**src/rtl/cpu_pkg.sv**
```systemverilog
// Shared CPU pipeline types: datapath widths, bubble encoding, fetch FSM states
// and the IF/ID payload consumed by the decode stage.
package cpu_pkg;

    localparam int unsigned PC_W    = 32;
    localparam int unsigned INSTR_W = 32;

    localparam logic [INSTR_W-1:0] NOP_INSTR = 32'h0000_0000;

    typedef enum logic {
        FETCH = 1'b0,
        HALT  = 1'b1
    } fetch_state_e;

    typedef struct packed {
        logic [INSTR_W-1:0] instr;
        logic [PC_W-1:0]    pc;
        logic [PC_W-1:0]    pc_plus1;
        logic               valid;
    } ifid_t;

endpackage

```
**src/rtl/fetch_stage_ifid_reg.sv**
```systemverilog
// IF/ID pipeline register: load a fetched instruction, hold, or inject a bubble.
module ifid_reg
    import cpu_pkg::*;
(
    input  logic  clk,
    input  logic  rst_n,
    input  logic  load,
    input  logic  bubble,
    input  ifid_t d,
    output ifid_t q
);

    localparam ifid_t BUBBLE = '{instr: NOP_INSTR, pc: '0, pc_plus1: '0, valid: 1'b0};

    // Bubble wins over load; neither asserted means hold.
    always_ff @(posedge clk or negedge rst_n) begin
        if (!rst_n) begin
            q <= BUBBLE;
        end else if (bubble) begin
            q <= BUBBLE;
        end else if (load) begin
            q <= d;
        end
    end

endmodule

```
**src/rtl/fetch_stage.sv**
```systemverilog
// Instruction-fetch stage: owns the PC, addresses the combinational instruction
// memory and fills IF/ID. Handles stall, redirect-with-flush and halt once the
// PC leaves the memory range.
// Optional build macro FETCH_PERF_EN adds saturating fetch/stall counters.
module fetch_stage
    import cpu_pkg::*;
#(
    parameter int unsigned IMEM_DEPTH = 8,
    parameter int unsigned RESET_PC   = 0
) (
    input  logic               clk,
    input  logic               rst_n,
    input  logic               stall_i,
    input  logic               redirect_i,
    input  logic [PC_W-1:0]    redirect_pc_i,
    output logic [PC_W-1:0]    imem_pc_o,
    input  logic [INSTR_W-1:0] imem_instr_i,
    output logic [INSTR_W-1:0] ifid_instr_o,
    output logic [PC_W-1:0]    ifid_pc_o,
    output logic [PC_W-1:0]    ifid_pc_plus1_o,
    output logic               ifid_valid_o,
    output logic               halted_o
`ifdef FETCH_PERF_EN
    ,
    output logic [31:0]        fetch_count_o,
    output logic [31:0]        stall_count_o
`endif
);

    localparam logic [PC_W-1:0] DEPTH_PC = PC_W'(IMEM_DEPTH);
    localparam logic [PC_W-1:0] RST_PC   = PC_W'(RESET_PC);

    fetch_state_e    state_q, state_d;
    logic [PC_W-1:0] pc_q, pc_d;
    logic [PC_W-1:0] pc_inc;
    logic            ifid_load, ifid_bubble;
    ifid_t           ifid_d, ifid_q;

    assign pc_inc    = pc_q + PC_W'(1);
    assign imem_pc_o = pc_q;

    // Next PC, next state and IF/ID control, in redirect > stall > fetch/halt order.
    always_comb begin
        pc_d        = pc_q;
        state_d     = state_q;
        ifid_load   = 1'b0;
        ifid_bubble = 1'b0;
        ifid_d      = '{instr: imem_instr_i, pc: pc_q, pc_plus1: pc_inc, valid: 1'b1};
        if (redirect_i) begin
            pc_d        = redirect_pc_i;
            ifid_bubble = 1'b1;
            state_d     = (redirect_pc_i < DEPTH_PC) ? FETCH : HALT;
        end else if (stall_i) begin
            pc_d = pc_q;
        end else if (state_q == FETCH) begin
            ifid_load = 1'b1;
            pc_d      = pc_inc;
            if (pc_inc == DEPTH_PC) begin
                state_d = HALT;
            end
        end else begin
            ifid_bubble = 1'b1;
        end
    end

    // PC, FSM state and registered halt flag.
    always_ff @(posedge clk or negedge rst_n) begin
        if (!rst_n) begin
            pc_q     <= RST_PC;
            state_q  <= FETCH;
            halted_o <= 1'b0;
        end else begin
            pc_q     <= pc_d;
            state_q  <= state_d;
            halted_o <= (state_d == HALT);
        end
    end

    ifid_reg u_ifid_reg (
        .clk    (clk),
        .rst_n  (rst_n),
        .load   (ifid_load),
        .bubble (ifid_bubble),
        .d      (ifid_d),
        .q      (ifid_q)
    );

    assign ifid_instr_o    = ifid_q.instr;
    assign ifid_pc_o       = ifid_q.pc;
    assign ifid_pc_plus1_o = ifid_q.pc_plus1;
    assign ifid_valid_o    = ifid_q.valid;

`ifdef FETCH_PERF_EN
    logic stall_event;
    assign stall_event = stall_i && !redirect_i && (state_q == FETCH);

    // Saturating counters of valid loads and in-FETCH stall cycles.
    always_ff @(posedge clk or negedge rst_n) begin
        if (!rst_n) begin
            fetch_count_o <= '0;
            stall_count_o <= '0;
        end else begin
            if (ifid_load && (fetch_count_o != 32'hFFFF_FFFF)) begin
                fetch_count_o <= fetch_count_o + 32'd1;
            end
            if (stall_event && (stall_count_o != 32'hFFFF_FFFF)) begin
                stall_count_o <= stall_count_o + 32'd1;
            end
        end
    end
`endif

endmodule

```
**config.mk**
```make
export PLATFORM = sky130hd
export DESIGN_NAME = fetch_stage
export DESIGN_NICKNAME = d
export VERILOG_FILES = /design/src/rtl/cpu_pkg.sv /design/src/rtl/fetch_stage_ifid_reg.sv /design/src/rtl/fetch_stage.sv
export SDC_FILE = /design/constraint.sdc
export NUM_CORES = 1
export LEC_CHECK = 0
export BUFFER_PORTS_ARGS = -buffer_cell sky130_fd_sc_hd__buf_2
export CAP_MARGIN = 20
export CORE_ASPECT_RATIO = 0.9
export CORE_MARGIN = 3
export CORE_UTILIZATION = 50
export CTS_BUF_LIST = sky130_fd_sc_hd__clkbuf_16
export DETAILED_ROUTE_END_ITERATION = 16
export PLACE_DENSITY = 0.79
export REMOVE_ABC_BUFFERS = 1
export SLEW_MARGIN = 20
export SYNTH_ARGS = -nofsm -noshare
export SYNTH_HDL_FRONTEND = slang
export SYNTH_SLANG_ARGS = --single-unit
```
**constraint.sdc**
```tcl
create_clock -name clk -period 5.4 [get_ports clk]
set_input_delay 0.54 -clock clk [delete_from_list [all_inputs] [get_ports clk]]
set_output_delay 0.54 -clock clk [all_outputs]
set_load 0.1 [all_outputs]
```
==> results by group <==
Outcome
  • Status: finished clean

Critical path
  • Worst path slowest cell: or4_1
  • Critical path required time: 5.70 ns
  • CP endpoint kind: flop
  • Critical path class: flop to flop
  • Slowest stage delay, CP: 0.56 ns
  • CP max FO: 8
  • Bufs and invs on worst path: 0
  • CP Cell Sequence: ha_1, nand3_1, or3_1, nor3_1, xnor2_1, o21ai_0, or4_1, o41ai_2
  • Critical path launch point type: flop
  • Worst Path Arrival: 3.58 ns
  • Top Family by Delay on Critical Path: simple AND/OR/NAND/NOR gates

Run
  • Max-cap violations: 0

Timing
  • Unrepaired setup endpoints after global routing: no
  • Final Critical Period: 3.28 ns
  • Post-route setup TNS: 0 ns
  • Hold WS: 0.104 ns
  • Worst Skew: 0.00978 ns
  • Max_slew headroom: 31.4%
  • PnR worst setup slack: 2.12 ns
  • Final cycle utilization of the critical path: 60.8%
  • Least-Margin Pin Slew: 1.03 ns
  • Pins Over Slew Limit: 0
  • F_max: 0.305 GHz
  • Final setup fails: 0
  • Endpoints failing hold: 0

Route
  • DR iter-0 viols: 486
  • Post-Route WL: 17.6 mm
  • WL/cell: 18.9 um
  • Routed Antenna Nets: 0
  • Vias: 5,363
  • DRC viols: 0
  • Drt pass-1 iters: 5
  • Routed vias/inst: 5.74

Pwr
  • Leak Pwr: 3.82 nW
  • Worst vdd ir: 0.184 mV
  • Power per Cell Area: 334 nW/um2

Placement
  • Setup WS pre-CTS: 2.18 ns
  • # port buffers: 197
  • Final HPWL DP: 12.4 mm
  • Number of placed instances, taps included: 902
  • RePlAce Congestion: 0.916

Die
  • Ports: 198
  • FP Rows: 37
  • Die Y-Extent: 111 um
  • Die footprint: 13,600 um2
  • Initial cell density of the core: 52.3%
  • CORE AREA: 11,700 um2
  • Chip Width: 123 um

Logic synthesis
  • Distinct cells, synth: 49
  • Top FF cell, synth: dfrtp_1
  • Mapped cell area: 6120 um2
  • Number of synthesized flops with an enable pin: 0
  • Register bit total from synthesis: 130
  • Async SR Flop Fraction: 100%
  • Ys Warns: 0
  • Seq/Total Area, Yosys: 53.1%
  • Syn avg cell area: 10.2 um2
  • Cells after synthesis: 600

Global routing
  • Overflow after GRT: 0
  • Largest net degree at the start of global routing: 69
  • Initial antenna violation count: 0
  • Number of global-route vias before repair: 5,314
  • Total track usage: 26.3%
  • Global-route wire length before repair: 28.1 mm

Cells and area
  • # diodes: 0
  • Util after Layout: 65.9%
  • Most common cell after layout, fill and taps aside: buf_2
  • Syn-to-layout area delta: 26.1%
  • Layout cell share with drive strength beyond 1: 31.1%
  • Most frequent cells in the layout: buf_2, dfrtp_1, nand2_1
  • Final Non-Filler Cells: 934
  • Nets: 835

Clock tree
  • Root Driver: clkbuf_16
  • Skew-Pair Late Insertion Delay: 0.41 ns
  • CTS tree: yes
  • CTS sink cnt: 130
  • # resized after CTS: 0
  • Post-CTS Setup Inserts: 0
  • Cts hold-fix bufs: 0
  • Num CTS Buffers: 17
  • CTS clock-pin slew for the worst setup and hold paths: 0.05 ns
  • H-tree levels: 4
  • Worst-case clock buffer depth: 2

Hold path
  • HP Class: input pin to asynchronous set/reset pin
flip-flops by register name (all words and copies together), names as in the netlist:
| name | cells |
|---|---|
| state_q | 1 |
| u_ifid_reg.q | 97 |
| imem_pc_o | 32 |
worst register-to-register path, cell delays in order (launching register included):
cell and delay [ns]:
dfrtp_1 0.53, ha_1 0.30, nand3_1 0.33, or3_1 0.54, nor3_1 0.26, xnor2_1 0.17, o21ai_0 0.12, or4_1 0.56
o41ai_2 0.37
stage by stage:
| stage | power (mW) | instance area, um2 |
|---|---|---|
| floorplan | 1.30 | 5880 |
| global placement | 1.41 | 7120 |
| detailed placement | 1.42 | 7120 |
| CTS | 2.59 | 7720 |
| global route | 2.67 | 7720 |
| finish | 2.58 | 7720 |
where the power goes:
part	total, mW	internal [mW]	leakage, nW	switching [mW]
Clock	1.18	0.760	0.303	0.417
Combinational	0.347	0.0786	1.76	0.269
Sequential	1.06	0.996	1.75	0.0602
Total	2.58	1.83	3.82	0.745
synth_stat cells, drive strengths merged, types with 2 or more instances:
library cell	number	area [um2]
dfrtp	130	3250
nand2	85	319
o21ai	68	340
a22o	65	569
clkbuf	35	131
xnor2	35	307
xor2	27	236
nor2	25	93.8
buf	21	111
nand3	16	90.1
nand4	15	115
nor4	14	109
nor3	11	55.1
inv	6	22.5
mux2i	6	60.1
nand2b	5	31.3
and3	3	18.8
or3	3	18.8
a21oi	2	10.0
and2	2	12.5
and4	2	17.5
ha	2	25.0
o21a	2	15.0
o22ai	2	12.5
or2	2	12.5
routing by layer:
layer  wire, um  up-vias  global-route usage (%)  part of all wire, %
met5          0        -                       0                    0
met4        402        0                    8.96                  2.3
met3       1590       42                    6.53                  9.0
met2       8160      271                    41.5                   46
met1       7460     2602                    35.4                   42
li1           -     2448                       -                    -
final timing paths:
path	from	endpoint	slack, ns	cells past startpoint
setup reg to reg	imem_pc_o[0]	state_q	2.12	8
min in group clk	redirect_pc_i[1]	imem_pc_o[1]	0.33	3
hold reg to reg	u_ifid_reg.q[40]	u_ifid_reg.q[40]	0.48	2
setup / recovery	imem_pc_o[0]	state_q	2.12	8
max in group asynchronous	rst_n	u_ifid_reg.q[77]	4.03	2
hold / removal	rst_n	u_ifid_reg.q[59]	0.10	1
final cells by class:
cell class | instances | area (um2)
tap | 156 | 195
clock buffer | 17 | 425
multi-input combinational | 408 | 2620
fill | 900 | 3990
inverter | 6 | 22.5
timing repair buffer | 202 | 1030
sequential | 130 | 3250
clock inverter | 15 | 175
cells by family (layout without fill, tap and decap cells):
family          Yosys count  in the layout  share of synthesized area, %
xor+xnor                 62             62                          8.87
flops                   130            130                          53.1
compound gates          149            149                          17.0
buf+inv                  62            240                          4.33
mux                       6              6                         0.981
fa+ha+maj                 2              2                         0.409
simple gates            189            189                          15.3
Note: power is estimated with default switching activity, not from simulation.
